File: config.mk
export PLATFORM = sky130hd
export DESIGN_NAME = data_bus_bridge_flat
export DESIGN_NICKNAME = d
export VERILOG_FILES = /design/src/rtl/bus_pkg.sv /design/src/rtl/data_bus_bridge_if.sv /design/src/rtl/bus_watchdog.sv /design/src/rtl/data_bus_bridge.sv /design/src/flat_wrapper.sv
export SDC_FILE = /design/constraint.sdc
export NUM_CORES = 1
export LEC_CHECK = 0
export BUFFER_PORTS_ARGS = -buffer_cell sky130_fd_sc_hd__buf_4
export CORE_MARGIN = 2
export CORE_UTILIZATION = 49
export CTS_CLUSTER_DIAMETER = 50
export DETAILED_ROUTE_END_ITERATION = 6
export GPL_ROUTABILITY_DRIVEN = 0
export GPL_TIMING_DRIVEN = 0
export PLACE_DENSITY = 0.8
export SYNTH_ARGS = -nofsm -noshare
export SYNTH_HDL_FRONTEND = slang
export SYNTH_SLANG_ARGS = --single-unit
export TNS_END_PERCENT = 10
File: constraint.sdc
create_clock -name clk -period 2.6 [get_ports clk]
set_input_delay 0.52 -clock clk [delete_from_list [all_inputs] [get_ports clk]]
set_output_delay 0.52 -clock clk [all_outputs]
set_load 0.01 [all_outputs]
File: src/rtl/bus_pkg.sv
// Shared types for the CPU data-port to memory-bus bridge.
// State encoding and bus word alignment.
package bus_pkg;

  typedef enum logic [1:0] {
    IDLE,
    REQ,
    RDWAIT,
    DONE
  } state_e;

  localparam logic [31:0] WORD_MASK = 32'hFFFF_FFFC;

endpackage

File: src/rtl/data_bus_bridge_if.sv
// Wait-stated memory bus with pipelined read return.
// master = bridge side, slave = memory side.
interface data_bus_bridge_if;

  logic [31:0] address;
  logic        read;
  logic        write;
  logic [31:0] writedata;
  logic [3:0]  byteenable;
  logic        waitrequest;
  logic [31:0] readdata;
  logic        readdatavalid;

  modport master (
    output address,
    output read,
    output write,
    output writedata,
    output byteenable,
    input  waitrequest,
    input  readdata,
    input  readdatavalid
  );

  modport slave (
    input  address,
    input  read,
    input  write,
    input  writedata,
    input  byteenable,
    output waitrequest,
    output readdata,
    output readdatavalid
  );

endinterface

File: src/rtl/bus_watchdog.sv
// Transfer watchdog: cycle counter, expiry compare
// and a sticky error flag cleared only by reset.
module bus_watchdog #(
  parameter int TIMEOUT_CYCLES = 256,
  parameter int CNT_W          = 9
) (
  input  logic clk,
  input  logic rst_n,
  input  logic clear,
  input  logic active,
  input  logic abort,
  output logic expired,
  output logic bus_error
);

  logic [CNT_W-1:0] cnt_q, cnt_d;
  logic             err_q, err_d;

  always_comb begin
    cnt_d = cnt_q;
    err_d = err_q | abort;
    if (clear) begin
      cnt_d = '0;
    end else if (active) begin
      cnt_d = cnt_q + 1'b1;
    end
  end

  always_ff @(posedge clk or negedge rst_n) begin
    if (!rst_n) begin
      cnt_q <= '0;
      err_q <= 1'b0;
    end else begin
      cnt_q <= cnt_d;
      err_q <= err_d;
    end
  end

  // last allowed cycle: leaving on this edge makes TIMEOUT_CYCLES in total
  assign expired   = active &&
                     (cnt_q == CNT_W'(TIMEOUT_CYCLES - 1));
  assign bus_error = err_q;

endmodule

File: src/rtl/data_bus_bridge.sv
// Converts single-cycle CPU data strobes into a wait-stated,
// pipelined-read bus transfer, stalling the CPU meanwhile.
module data_bus_bridge
  import bus_pkg::*;
#(
  parameter int TIMEOUT_CYCLES = 256,
  parameter int CNT_W          = 9
) (
  input  logic                clk,
  input  logic                reset,
  input  logic [31:0]         data_address,
  input  logic                data_read,
  input  logic                data_write,
  input  logic [31:0]         data_writedata,
  input  logic [3:0]          byte_enable,
  output logic [31:0]         data_readdata,
  output logic                cpu_stall,
  data_bus_bridge_if.master   avm,
  output logic                bus_error
);

  state_e      state_q, state_d;
  logic [31:0] addr_q, addr_d;
  logic [31:0] wdata_q, wdata_d;
  logic [3:0]  be_q, be_d;
  logic        wr_q, wr_d;
  logic [31:0] rdata_q, rdata_d;

  logic req, in_req, active;
  logic clear, abort, expired;
  logic stall;

  assign req    = data_read | data_write;
  assign in_req = (state_q == REQ);
  assign active = in_req || (state_q == RDWAIT);

  always_comb begin
    state_d = state_q;
    addr_d  = addr_q;
    wdata_d = wdata_q;
    be_d    = be_q;
    wr_d    = wr_q;
    rdata_d = rdata_q;
    stall   = 1'b1;
    clear   = 1'b0;
    abort   = 1'b0;
    unique case (state_q)
      IDLE: begin
        stall = req;
        if (req) begin
          addr_d  = data_address & WORD_MASK;
          wdata_d = data_writedata;
          be_d    = byte_enable;
          wr_d    = data_write;
          clear   = 1'b1;
          state_d = REQ;
        end
      end
      REQ: begin
        if (!avm.waitrequest) begin
          if (wr_q) begin
            state_d = DONE;
          end else if (avm.readdatavalid) begin
            rdata_d = avm.readdata;
            state_d = DONE;
          end else begin
            state_d = RDWAIT;
          end
        end else if (expired) begin
          abort   = 1'b1;
          state_d = DONE;
          if (!wr_q) rdata_d = '0;
        end
      end
      RDWAIT: begin
        if (avm.readdatavalid) begin
          rdata_d = avm.readdata;
          state_d = DONE;
        end else if (expired) begin
          abort   = 1'b1;
          rdata_d = '0;
          state_d = DONE;
        end
      end
      DONE: begin
        stall   = 1'b0;
        state_d = IDLE;
      end
      default: state_d = IDLE;
    endcase
  end

  always_ff @(posedge clk or negedge reset) begin
    if (!reset) begin
      state_q <= IDLE;
      addr_q  <= '0;
      wdata_q <= '0;
      be_q    <= '0;
      wr_q    <= 1'b0;
      rdata_q <= '0;
    end else begin
      state_q <= state_d;
      addr_q  <= addr_d;
      wdata_q <= wdata_d;
      be_q    <= be_d;
      wr_q    <= wr_d;
      rdata_q <= rdata_d;
    end
  end

  bus_watchdog #(
    .TIMEOUT_CYCLES (TIMEOUT_CYCLES),
    .CNT_W          (CNT_W)
  ) u_wdog (
    .clk       (clk),
    .rst_n     (reset),
    .clear     (clear),
    .active    (active),
    .abort     (abort),
    .expired   (expired),
    .bus_error (bus_error)
  );

  // fields are only driven while a request is on the bus
  assign avm.read       = in_req && !wr_q;
  assign avm.write      = in_req && wr_q;
  assign avm.address    = in_req ? addr_q : '0;
  assign avm.writedata  = in_req ? wdata_q : '0;
  assign avm.byteenable = in_req ? be_q : '0;

  assign data_readdata = rdata_q;
  assign cpu_stall     = stall;

endmodule

File: src/flat_wrapper.sv
// flat-port wrapper written by rule: the top's interface ports become plain ports
module data_bus_bridge_flat import bus_pkg::*;
#(
  parameter int TIMEOUT_CYCLES = 256,
  parameter int CNT_W          = 9
)
  (clk, reset, data_address, data_read, data_write, data_writedata, byte_enable, data_readdata, cpu_stall, bus_error, avm_address, avm_read, avm_write, avm_writedata, avm_byteenable, avm_waitrequest, avm_readdata, avm_readdatavalid);
  data_bus_bridge_if avm_i ();
  input  logic clk;
  input  logic reset;
  input  logic [31:0] data_address;
  input  logic data_read;
  input  logic data_write;
  input  logic [31:0] data_writedata;
  input  logic [3:0] byte_enable;
  output logic [31:0] data_readdata;
  output logic cpu_stall;
  output logic bus_error;
  output wire logic [$bits(avm_i.address)-1:0] avm_address;
  output wire logic [$bits(avm_i.read)-1:0] avm_read;
  output wire logic [$bits(avm_i.write)-1:0] avm_write;
  output wire logic [$bits(avm_i.writedata)-1:0] avm_writedata;
  output wire logic [$bits(avm_i.byteenable)-1:0] avm_byteenable;
  input wire logic [$bits(avm_i.waitrequest)-1:0] avm_waitrequest;
  input wire logic [$bits(avm_i.readdata)-1:0] avm_readdata;
  input wire logic [$bits(avm_i.readdatavalid)-1:0] avm_readdatavalid;
  assign avm_address = avm_i.address;
  assign avm_read = avm_i.read;
  assign avm_write = avm_i.write;
  assign avm_writedata = avm_i.writedata;
  assign avm_byteenable = avm_i.byteenable;
  assign avm_i.waitrequest = avm_waitrequest;
  assign avm_i.readdata = avm_readdata;
  assign avm_i.readdatavalid = avm_readdatavalid;
  data_bus_bridge #(.TIMEOUT_CYCLES(TIMEOUT_CYCLES), .CNT_W(CNT_W)) u_core (.clk(clk), .reset(reset), .data_address(data_address), .data_read(data_read), .data_write(data_write), .data_writedata(data_writedata), .byte_enable(byte_enable), .data_readdata(data_readdata), .cpu_stall(cpu_stall), .avm(avm_i), .bus_error(bus_error));
endmodule
======== After elaboration in Yosys (flattened, before gate mapping) ========
Index checks and enable logic that the tools add are counted.
word-level totals
  input bits .............................. 106
  register bits ........................... 111
  output and inout bits ................... 104
  logic and storage cells ................. 58
operators by class
  add/subtract/negate cells ............... 1
  bitwise operators ....................... 2
  reductions and logical operators ........ 10
  equal/unequal tests ..................... 10
  muxes and demuxes ....................... 27
operator list
  cell                                                 count
  two-way mux 32 bit                                   9
  case mux 32 bit (2 select lines)                     1
  two-way mux 9 bit                                    2
  != test 3 bit, second input constant                 4
  two-way mux 2 bit                                    5
  adder 9 x 1 -> 9 bit, second input constant          1
  equality test 9 x 8 -> 1 bit, second input constant  1
  case mux 2 bit (4 select lines)                      1
  two-way mux 1 bit                                    6
  AND reduction 6 bit                                  1
  equality test 2 bit, second input constant           2
  two-way mux 4 bit                                    1
  case mux 1 bit (2 select lines)                      2
  nonzero test 2 bit                                   2
  logical AND 1 bit                                    3
  != test 3 x 2 -> 1 bit, second input constant        1
  equality test 2 x 1 -> 1 bit, second input constant  1
  zero test 2 bit                                      1
  != test 2 x 1 -> 1 bit, second input constant        1
  bitwise OR 1 bit                                     2
  AND reduction 2 bit                                  1
  zero test 1 bit                                      1
  logical OR 1 bit                                     1

======== Logic depth before layout (Yosys ltp) ========
  word-level depth ........................ 7
  depth in mapped cells ................... 9
  depth with buffers taken out ............ 7

======== Modules after synthesis ========
A second synthesis with hierarchy kept.
unflattened totals
  cell total of the unflattened synthesis .. 373
  area total of the unflattened synthesis .. 4927.2 um^2
modules (own cells, without submodules)
  module           area an instance (um^2)  times used  cells each  seq. area each (um^2)
  data_bus_bridge  4444.3                   1           327         2527.4
  bus_watchdog     483.0                    1           46          250.2

======== Worst setup path before layout ========
No wires, ideal clock.
  kind .................................... flip-flop to flip-flop
  from .................................... register u_core.u_wdog.cnt_q[2]
  to ...................................... register u_core.rdata_q[0] (netlist: u_core.data_readdata[0])
  buffers on the path ..................... 2
  data arrival time ....................... 1883 ps
  setup slack ............................. 595 ps
  setup time .............................. 123 ps
  period minus slack after synthesis ...... 2005 ps
  cell stages (with the launch flop) ...... 10
  cells stage by stage .................... dfrtp_1 > and4_1 > and4_1 > ha_1 > a21boi_4 > o221ai_2 > nand2b_1 > buf_6 > buf_12 > mux2i_1
on the way
  word-level cells in the longest chain between the ends .. 4
  elaborated cells between the ends (all ways) .. 6
RTL lines
  item                                                               line                    text
  start, declared                                                    bus_watchdog.sv:16      logic [CNT_W-1:0] cnt_q, cnt_d;
  start signal, assigned                                             bus_watchdog.sv:34      cnt_q <= cnt_d;
  equality test 9 x 8 -> 1 bit *                                     bus_watchdog.sv:41      (cnt_q == CNT_W'(TIMEOUT_CYCLES - 1));
  logical AND 1 bit *                                                bus_watchdog.sv:40      assign expired = active &&
  != test 3 bit (no line) or != test 3 x 2 -> 1 bit (tied branches)  --
  AND reduction 6 bit (no line) *                                    --
  end signal, assigned                                               data_bus_bridge.sv:107  rdata_q <= rdata_d;
  end, declared                                                      data_bus_bridge.sv:27   logic [31:0] rdata_q, rdata_d;
Mark *: on every way between the ends. The rest lies on a longest branch, timed or not.
A chain may end at the register's enable or synchronous reset.

======== Worst setup path after layout ========
  from .................................... register u_core.state_q[1]
  to ...................................... output port avm_address[19]
on the way
  word-level cells in the longest chain between the ends .. 2
RTL lines
  item                          line                    text
  start, declared               data_bus_bridge.sv:22   state_e state_q, state_d;
  start signal, assigned        data_bus_bridge.sv:102  state_q <= state_d;
  equality test 2 x 1 -> 1 bit  data_bus_bridge.sv:34   assign in_req = (state_q == REQ);
  two-way mux 32 bit            data_bus_bridge.sv:127  assign avm.address = in_req ? addr_q : '0;
  end, declared                 flat_wrapper.sv:19      output wire logic [$bits(avm_i.address)-1:0] avm_address;
No other way between the ends.

==> reports/metrics.yaml <==
run:
  cap_violations: 0
power:
  power.switching_w: 0.00326
  p_per_area_mw_per_mm2: 1160
  irDropWorstVdd_mv: 0.648
  swShare: 0.395
  pwr-share-seq: 0.350
  combinationalPowerShare: 0.531
  fin_total_pwr_w: 0.00825
  leakagePower_nw: 4.02
  p_int_w: 0.00500
  p_clk_frac: 0.119
finish:
  syn2layout_area_growth_pct: 37.7
  antenna_cells: 0
  ff_latch_area_mm2: 0.00278
  drive_above_1_share: 0.298
  final_common_cell: "nand2_1"
  multi_input_area_mm2: 0.00204
  layout_common_cells: "240 x nand2_1, 206 x buf_4, 111 x dfrtp_1, 66 x and2_1, 38 x inv_1"
  fill_cells: 844
  nets: 908
floorplan:
  die_y_um: 107
  coreArea_mm2: 0.0103
  io_pins: 210
  start_util: 0.502
  row_count: 37
  die_area_mm2: 0.0114
  die_w_um: 107
critical_path:
  r2r_setup_slack_ns: 0.38
  rr_worst_depth: 9
  path_class: "register to output pin"
  reg2reg_to: "u_core.data_readdata[11]"
  end_kind: "output pin"
  crit_chain: "inv_1, ha_1, buf_2, clkbuf_1, and2_1, buf_4"
  cp_data_arrival_time_ns: 1.93
  r2r-start: "u_core.u_wdog.cnt_q[2]"
  crit_path_top_delay_cell: "dfrtp_1"
  worstPathRequired_ns: 2.08
  crit_buf_inv: 4
  cp_max_fo: 10
  max_stage_delay_ns: 0.42
  crit_family: "buffers and inverters"
  cp-start-kind: "register"
yosys:
  yosys.area.top_type: "dfrtp_1"
  synth_xor_area_frac: 0.0119
  synth.avg_cell_area_um2: 8.95
  ys_seq_area_frac: 0.539
  synth_area_leaders: "dfrtp_1 54%, nand2_1 17%, and2_1 8.0%"
  synth_compound_area_frac: 0.0240
  yosys-mux-area-fraction: 0.0641
  synth_warnings: 0
  synth_cells: 576
  synth_top_cell_area_share: 0.539
  ys_ff_latch: 111
  synth_simple_gate_area_frac: 0.278
  synth_top_family_by_area: "simple AND/OR/NAND/NOR gates"
  synth.cell_area_mm2: 0.00516
  synth_fa_ha_area_frac: 0.0170
  yosysUniqueCellTypes: 35
clock_network:
  path_clk_slew_ns: 0.10
  cts.sinks: 111
  root_buffer: "clkbuf_8"
  clk_latency_ns: 0.37
  cts_tree: "built"
  numCtsBuffers: 9
  post_cts_buffers: 0
  htreeDepth: 3
  max-clock-path-buffers: 2
sta:
  maxSlewViolCount: 0
  setup_viol: 0
  finalClockSkew_ns: 0.00554
  fin_crit_sh: 0.944
  fmax_ghz: 0.408
  timing.final.crit_period_ns: 2.45
  rsz0062_at_grt: "yes"
  hold_viol_final: 0
  final.setup.tns_ns: 0
min_path:
  min_to: "u_core.be_q[2]"
  hold-path-cell-count: 3
  worstHoldPathType: "primary input to register"
  worstHoldStart: "byte_enable[2]"
drt:
  vias: 4469
  antenna_left: 0
  drt_wl_total_um: 13000
  drc: 0
  vias_per_cell: 4.77
  drtPass1Iterations: 4
  drt_iter0_markers: 256
  detail_route.wl_per_cell_um: 13.8
placement:
  hpwl_um: 9740
  io_buffers: 205
run_status:
  status: "complete, no violations"
global_route:
  grt_max_degree: 112
  grt_pass1_wl_um: 20600
  antenna_found_initial: 0
  overflow: 0
  track_usage: 0.228
  grt_pass1_vias: 4381
==> per-layer routing <==
metal	vias up	share of wire	GRT usage
met3	19	0.094	0.0675
met2	184	0.47	0.382
met4	0	0.019	0.0770
met1	2085	0.42	0.282
li1	2181	-	-
met5	-	0	0
==> cells in the mapped netlist (all sizes together) <==
cell and n:
a211o 1, nand2b 2, and3 1, nand3 3
inv 38, nor2b 1, o221ai 1, o21ai 2
nor3 1, nand4 2, o21bai 1, a21boi 2
conb 1, clkbuf 13, nor2 12, dfrtp 111
and4 2, and2 66, o21a 1, xnor2 1
a31o 1, a21oi 5, xor2 6, a211oi 1
buf 20, ha 7, mux2i 33, nand2 240
o31ai 1
==> timing repair <==
item,in CTS,in global routing
endpoints found under the setup margin,0,35
resized for setup,0,6
endpoints found under the hold margin,0,9
hold buffers,0,1
==> tightest hold or removal path, stage by stage <==
cell     delay (ns)
buf_4          0.08
nand2_1        0.04
nand2_1        0.04
==> area by class of cell <==
class                      count  area share
sequential                   111       0.391
multi-input combinational    395       0.288
timing repair buffer         207       0.223
buffer                        33      0.0279
tap                          136      0.0240
clock buffer                  12      0.0219
inverter                      38      0.0201
clock inverter                 4     0.00423
==> cells by family (layout without fill, tap and decap cells) <==
group / count (synthesis) / in the layout
simple gates: 330 / 330
flops: 111 / 111
buf+inv: 71 / 294
mux: 33 / 33
compound gates: 16 / 16
fa+ha+maj: 7 / 7
xor+xnor: 7 / 7
other cells: 1 / 2
==> sequential cells by signal (all words and copies together) (netlist names) <==
| signal | count |
|---|---|
| u_core.addr_q | 30 |
| u_core.be_q | 4 |
| u_core.data_readdata | 32 |
| u_core.state_q | 2 |
| u_core.u_wdog.bus_error | 1 |
| u_core.u_wdog.cnt_q | 9 |
| u_core.wdata_q | 32 |
| u_core.wr_q | 1 |
==> power groups by stage <==
stage | logic (W) | registers [W] | clock network [W]
2_1_floorplan | 0.00258 | 0.00292 | 0
4_1_cts | 0.00441 | 0.00288 | 0.00100
5_1_grt | 0.00484 | 0.00298 | 0.00108
3_3_place_gp | 0.00428 | 0.00287 | 0
3_5_place_dp | 0.00439 | 0.00292 | 0
6_report | 0.00438 | 0.00289 | 0.000985
==> through the flow <==
stage	util	setup slack [ns]	instance area (µm²)	std cells	hold slack, ns
3_5_place_dp	0.668	0.413	6870	918	0.454
3_3_place_gp	0.668	0.477	6870	918	0.450
6_report	0.691	0.147	7100	936	0.330
2_1_floorplan	-	0.595	5160	577	0.224
5_1_grt	0.691	-0.0301	7100	936	0.329
4_1_cts	0.686	0.0496	7050	934	0.320
==> worst max path at each step <==
stage,start,end,slack [ns],depth (start not counted)
global route,u_core.state_q[1],avm_address[14],-0.03,6
CTS,u_core.state_q[1],avm_writedata[25],0.05,6
finish,u_core.state_q[1],avm_address[19],0.15,6
detailed placement,u_core.u_wdog.cnt_q[2],u_core.data_readdata[11],0.41,9
floorplan,u_core.u_wdog.cnt_q[2],u_core.data_readdata[0],0.59,9
global placement,u_core.u_wdog.cnt_q[2],u_core.data_readdata[11],0.48,9
No activity file was read; power rests on OpenSTA's default activity.
